`config.mk`:
```
export PLATFORM = sky130hd
export DESIGN_NAME = pipelined_bk_adder
export DESIGN_NICKNAME = d
export VERILOG_FILES = /design/src/rtl/adder_pkg.sv /design/src/rtl/bk_prefix_cell.sv /design/src/rtl/pipelined_bk_adder.sv
export SDC_FILE = /design/constraint.sdc
export NUM_CORES = 1
export LEC_CHECK = 0
export CAP_MARGIN = 20
export CELL_PAD_IN_SITES_DETAIL_PLACEMENT = 0
export CELL_PAD_IN_SITES_GLOBAL_PLACEMENT = 1
export CORE_ASPECT_RATIO = 0.7
export CORE_MARGIN = 2
export CORE_UTILIZATION = 44
export CTS_CLUSTER_DIAMETER = 50
export DETAILED_ROUTE_END_ITERATION = 8
export PLACE_DENSITY = 0.77
export SLEW_MARGIN = 20
export SYNTH_ARGS = -nofsm -noshare
export SYNTH_HDL_FRONTEND = slang
export SYNTH_SLANG_ARGS = --single-unit
```
`constraint.sdc`:
```
create_clock -name clk -period 2.3 [get_ports clk]
set_input_delay 0.46 -clock clk [delete_from_list [all_inputs] [get_ports clk]]
set_output_delay 0.46 -clock clk [all_outputs]
set_load 0.02 [all_outputs]
```
`src/rtl/adder_pkg.sv`:
```
// Shared types and constants for the pipelined Brent-Kung adder.
package adder_pkg;

    localparam int unsigned DefaultWidth = 16;

    // Generate/propagate pair carried through the prefix tree.
    typedef struct packed {
        logic g;
        logic p;
    } gp_t;

    // Ceiling log2 for elaboration-time sizing.
    function automatic int unsigned log2_depth(input int unsigned n);
        int unsigned r;
        r = 0;
        for (int unsigned i = 0; i < 32; i++) begin
            if ((32'd1 << i) < n) begin
                r = i + 1;
            end
        end
        return r;
    endfunction

endpackage

```
`src/rtl/bk_prefix_cell.sv`:
```
// Brent-Kung (g,p) combine cell: merges a high group with the adjacent low group.
module bk_prefix_cell
    import adder_pkg::*;
(
    input  gp_t hi,
    input  gp_t lo,
    output gp_t grp
);

    assign grp.g = hi.g | (hi.p & lo.g);
    assign grp.p = hi.p & lo.p;

endmodule

```
`src/rtl/pipelined_bk_adder.sv`:
```
// Three-stage valid/ready Brent-Kung adder. Define PIPELINED_BK_ADDER_SUB_EN to add a
// 'sub' input that computes a + ~b + 1 (cout=1 means no borrow).
module pipelined_bk_adder
    import adder_pkg::*;
#(
    parameter int unsigned WIDTH = DefaultWidth
) (
    input  logic             clk,
    input  logic             rst,
    input  logic             in_valid,
    output logic             in_ready,
    input  logic [WIDTH-1:0] a,
    input  logic [WIDTH-1:0] b,
    input  logic             cin,
`ifdef PIPELINED_BK_ADDER_SUB_EN
    input  logic             sub,
`endif
    output logic             out_valid,
    input  logic             out_ready,
    output logic [WIDTH-1:0] s,
    output logic             cout
);

    localparam int unsigned Log2W     = log2_depth(WIDTH);
    localparam int unsigned NumLevels = 2 * Log2W - 1;

    if ((32'd1 << Log2W) != WIDTH || WIDTH < 4 || WIDTH > 64) begin : g_bad_width
        $error("WIDTH must be a power of two in 4..64");
    end

    // ------------------------------------------------------------------
    // Handshake: a stage loads when empty or when its successor loads.
    // ------------------------------------------------------------------
    logic valid1_q, valid2_q, valid3_q;
    logic load1, load2, load3;

    assign load3     = !valid3_q || out_ready;
    assign load2     = !valid2_q || load3;
    assign load1     = !valid1_q || load2;
    assign in_ready  = load1;
    assign out_valid = valid3_q;

    always_ff @(posedge clk or posedge rst) begin
        if (rst) begin
            valid1_q <= 1'b0;
            valid2_q <= 1'b0;
            valid3_q <= 1'b0;
        end else begin
            if (load1) valid1_q <= in_valid;
            if (load2) valid2_q <= valid1_q;
            if (load3) valid3_q <= valid2_q;
        end
    end

    // ------------------------------------------------------------------
    // Operand conditioning
    // ------------------------------------------------------------------
    logic [WIDTH-1:0] b_eff;
    logic             cin_eff;

`ifdef PIPELINED_BK_ADDER_SUB_EN
    // Subtraction is a + ~b + 1; the external carry-in is ignored.
    assign b_eff   = sub ? ~b : b;
    assign cin_eff = sub | cin;
`else
    assign b_eff   = b;
    assign cin_eff = cin;
`endif

    // ------------------------------------------------------------------
    // Stage 1: bitwise generate/propagate and carry-in
    // ------------------------------------------------------------------
    gp_t [WIDTH-1:0] gp1_q;
    logic            cin1_q;

    always_ff @(posedge clk) begin
        if (load1 && in_valid) begin
            for (int i = 0; i < WIDTH; i++) begin
                gp1_q[i].g <= a[i] & b_eff[i];
                gp1_q[i].p <= a[i] ^ b_eff[i];
            end
            cin1_q <= cin_eff;
        end
    end

    // ------------------------------------------------------------------
    // Brent-Kung prefix tree: Log2W up-sweep levels, Log2W-1 down-sweep
    // levels. Level 0 folds cin into bit 0 so every group reaching bit 0
    // yields the true carry out of its top bit.
    // ------------------------------------------------------------------
    for (genvar l = 0; l <= NumLevels; l++) begin : g_lvl
        gp_t [WIDTH-1:0] gp;

        if (l == 0) begin : g_init
            for (genvar i = 0; i < WIDTH; i++) begin : g_bit
                if (i == 0) begin : g_cin
                    assign gp[i] = '{g: gp1_q[0].g | (gp1_q[0].p & cin1_q), p: gp1_q[0].p};
                end else begin : g_copy
                    assign gp[i] = gp1_q[i];
                end
            end
        end else begin : g_comb
            localparam bit Up = (l <= Log2W);
            localparam int unsigned Span =
                Up ? (32'd1 << l) : (32'd1 << (2 * Log2W - l));
            localparam int unsigned Dist = Span / 2;

            for (genvar i = 0; i < WIDTH; i++) begin : g_bit
                localparam bit Comb = Up ? (((i + 1) % Span) == 0)
                                         : ((((i + 1) % Span) == Dist) && (i >= Span));
                if (Comb) begin : g_cell
                    bk_prefix_cell u_cell (
                        .hi  (g_lvl[l-1].gp[i]),
                        .lo  (g_lvl[l-1].gp[i-Dist]),
                        .grp (gp[i])
                    );
                end else begin : g_pass
                    assign gp[i] = g_lvl[l-1].gp[i];
                end
            end
        end

        // Group propagates at the last level have no consumer.
        if (l == NumLevels) begin : g_sink
            logic unused_p;
            assign unused_p = ^gp;
        end
    end

    logic [WIDTH:0] carry;

    always_comb begin
        carry[0] = cin1_q;
        for (int i = 0; i < WIDTH; i++) begin
            carry[i+1] = g_lvl[NumLevels].gp[i].g;
        end
    end

    // ------------------------------------------------------------------
    // Stage 2: prefix carries plus the bitwise propagates needed for the sum
    // ------------------------------------------------------------------
    logic [WIDTH:0]   carry2_q;
    logic [WIDTH-1:0] prop2_q;

    always_ff @(posedge clk) begin
        if (load2 && valid1_q) begin
            carry2_q <= carry;
            for (int i = 0; i < WIDTH; i++) begin
                prop2_q[i] <= gp1_q[i].p;
            end
        end
    end

    // ------------------------------------------------------------------
    // Stage 3: sum and carry-out, held while downstream stalls
    // ------------------------------------------------------------------
    always_ff @(posedge clk or posedge rst) begin
        if (rst) begin
            s    <= '0;
            cout <= 1'b0;
        end else if (load3 && valid2_q) begin
            s    <= prop2_q ^ carry2_q[WIDTH-1:0];
            cout <= carry2_q[WIDTH];
        end
    end

endmodule

```
==> impl_metrics.env <==
export IMPL_status="finished clean"
export IMPL_wl_per_cell_um=13.36
export IMPL_p_int_w=0.002968
export IMPL_overflow=0
export IMPL_required_ns=1.84
export IMPL_timing_final_ws_setup_ns=0.05773
export IMPL_path_max_fanout=3
export IMPL_drt_iter0_drc=62
export IMPL_worstSkewPairLatency_ns=0.35
export IMPL_syn_avg_cell_area_um2=15.91
export IMPL_syn_area_um2=3372
export IMPL_max_freq_mhz=446.0
export IMPL_die_w_um=108.6
export IMPL_timing_max_cap_violations=0
export IMPL_synth_warnings=0
export IMPL_ys_ff_latch=86
export IMPL_netlist_area_leader_share_pct=58.78
export IMPL_via_count=1824
export IMPL_numPortBuffers=55
export IMPL_p_leak_nw=1.658
export IMPL_drv_slew=0
export IMPL_synth_most_common_cell="edfxtp_1"
export IMPL_synth_distinct_cells=29
export IMPL_p_comb_share_pct=15.9
export IMPL_synth_common_cells="66 x edfxtp_1, 22 x nand2_1, 20 x dfrtp_1, 20 x o21ai_0"
export IMPL_die_area_um2=8391
export IMPL_place_ws_ns=0.09648
export IMPL_fin_crit_sh_pct=97.49
export IMPL_cts_hold_buffers=0
export IMPL_path_class="in -> out"
export IMPL_tightestPinTransition_ns=0.4026
export IMPL_rrSetupSlack_ns=0.45
export IMPL_grt_usage_pct=13.89
export IMPL_cts_tree="done"
export IMPL_start_util_pct=45.86
export IMPL_drive_above_1_share_pct=9.155
export IMPL_hold_slack_ns=0.4377
export IMPL_gp_congestion=0.7685
export IMPL_clock_sinks=86
export IMPL_power_switching_share_pct=24.15
export IMPL_grt_max_degree=34
export IMPL_synthFlopType="edfxtp_1"
export IMPL_hold_viol=0
export IMPL_critical_path_arrival_ns=1.78
export IMPL_synth_seq_area_share_pct=73.62
export IMPL_grt_pass1_wl_um=8535
export IMPL_utilization_pct=59.14
export IMPL_drc=0
export IMPL_post_cts_resized=0
export IMPL_synth_largest_area_cell="edfxtp_1"
export IMPL_via_per_inst=4.775
export IMPL_cts_htree_levels=3
export IMPL_synthArstFlopShare_pct=23.26
export IMPL_power_frac_clock_pct=32.6
export IMPL_nNetsFinal=332
export IMPL_die_h_um=77.24
export IMPL_cts_setup_buffers=0
export IMPL_area_growth_pct=28.94
export IMPL_multi_input_area_um2=852.1
export IMPL_drt_wl_total_um=5104
export IMPL_skew_ns=0.01026
export IMPL_core_um2=7352
export IMPL_dr_pass1_iters=4
export IMPL_fin_setup_tns_ns=0
export IMPL_p_per_area_nw_per_um2=899.8
export IMPL_rr_worst_depth=5
export IMPL_place_area_um2=4089
export IMPL_critPathLaunchType="input pin"
export IMPL_final_area_um2=4348
export IMPL_num_rows=26
export IMPL_synthCells=212
export IMPL_antenna_cells=0
export IMPL_rr_startpoint="g_lvl[0].gp[10]"
export IMPL_cp_startpoint="out_ready"
export IMPL_period_needed_ns=2.242
export IMPL_syn_nets=265
export IMPL_synth_edff_count=66
export IMPL_numCtsBuffers=9
export IMPL_antenna_found_initial=0
export IMPL_cts_buffer_depth=2
export IMPL_worst_ir_drop_vdd_uv=373.0
export IMPL_path_clk_slew_ns=0.09
export IMPL_power_share_sequential_pct=51.5
export IMPL_switching_power_w=0.0009448
export IMPL_finalSetupViolations=0
export IMPL_endpoint="in_ready"
export IMPL_fill_cells=605
export IMPL_place_hpwl_um=3575
export IMPL_synthTopCellsByArea="edfxtp_1 59%, dfrtp_1 15%, ha_1 5.9%"
export IMPL_setup_worst_path_end_class="primary output"
export IMPL_slew_headroom_pct=73.10
export IMPL_rsz0062_at_grt="false"
export IMPL_min_path_type="in -> async"
export IMPL_ff_latch_area_um2=2482
export IMPL_io_pins=56
export IMPL_grt_pass1_vias=1761
export IMPL_route_antenna_remaining_nets=0
export IMPL_r2r_end="carry2_q[16]"
export IMPL_clock_root_buffer="clkbuf_8"
worst max-delay path, stage by stage:
cell and delay, ns:
clkdlybuf4s50_1 0.43, nor2b_1 0.16, nand3_1 0.16, clkdlybuf4s50_1 0.57
logic make-up after synthesis:
group                      synth area share (%)
AOI/OAI and AO/OA                         9.537
xor gates and xnor gates                  4.156
adders and majority gates                 5.937
buffers and inverters                     1.113
DFF                                       73.62
muxes                                    0.3339
and+or+nand+nor                           5.306
sequential cells by signal, summed over array words and instances (netlist names):
register	cells
carry2_q	17
cin1_q	1
cout	1
g_lvl.gp	31
gp1_q	1
out_valid	1
prop2_q	16
s	16
valid1_q	1
valid2_q	1
routing by layer:
metal / share of wire [%] / global-route usage [%] / up-vias / routed length, µm
li1: - / - / 917 / -
met1: 49 / 18.62 / 842 / 2492
met2: 43 / 19.81 / 55 / 2188
met3: 6.3 / 6.037 / 10 / 323
met4: 2.0 / 5.641 / 0 / 100
met5: 0 / 0 / - / 0
metrics by stage:
step | total power [W] | std cells
final | 0.003912 | 382
after global routing | 0.004107 | 382
after CTS | 0.003956 | 382
after detailed placement | 0.002682 | 366
after global placement | 0.002664 | 366
after floorplan | 0.002351 | 212
power groups by stage:
stage | sequential, W | combinational [W] | clock (W)
5_1_grt | 0.00204 | 0.000689 | 0.00138
2_1_floorplan | 0.00213 | 0.000224 | 0
4_1_cts | 0.00202 | 0.000634 | 0.00131
3_5_place_dp | 0.00205 | 0.000630 | 0
6_report | 0.00201 | 0.000622 | 0.00128
3_3_place_gp | 0.00204 | 0.000620 | 0
cell type report:
type                    count  share of cell area (%)
clock buffers              11                   4.000
clock inverters             5                   1.957
inverters                   7                  0.6043
multi-input cells         116                   19.60
flip-flops and latches     86                   57.09
well taps                  98                   2.820
repair buffers             59                   13.93
placed cells by master (no fill, tap or decap):
master	Yosys	routed
a22oi_4	1	1
clkbuf_16	0	2
o21bai_1	3	3
nand2b_1	4	4
nor2_1	3	3
ha_1	16	16
a21oi_1	5	5
nand4_1	2	2
clkinv_4	0	1
o221ai_1	1	1
a31oi_1	1	1
o21bai_4	1	1
a211oi_2	1	1
mux2_2	1	1
o21ai_0	20	20
bufinv_16	0	2
a21o_2	1	1
clkbuf_8	0	9
clkdlybuf4s50_1	0	55
buf_4	0	2
a2111oi_4	1	1
and2_1	2	2
clkinvlp_4	0	1
inv_1	7	7
dfrtp_1	20	20
a21o_1	6	6
nand2_1	22	22
a31o_1	1	1
nor2b_1	1	1
o21a_1	1	1
xnor2_1	16	16
edfxtp_1	66	66
buf_12	0	2
a211o_1	1	1
inv_6	0	1
and3_1	3	3
nand3_1	2	2
worst min-delay path by stage:
stage	from	to	slack, ns	depth (start not counted)
floorplan	rst	cout	0.42	1
global placement	g_lvl[0].gp[0]	prop2_q[0]	0.44	0
detailed placement	g_lvl[0].gp[0]	prop2_q[0]	0.44	0
CTS	rst	out_valid	0.44	3
global route	rst	cout	0.44	3
finish	rst	valid1_q	0.44	3
Note: power is estimated with default switching activity, not from simulation.
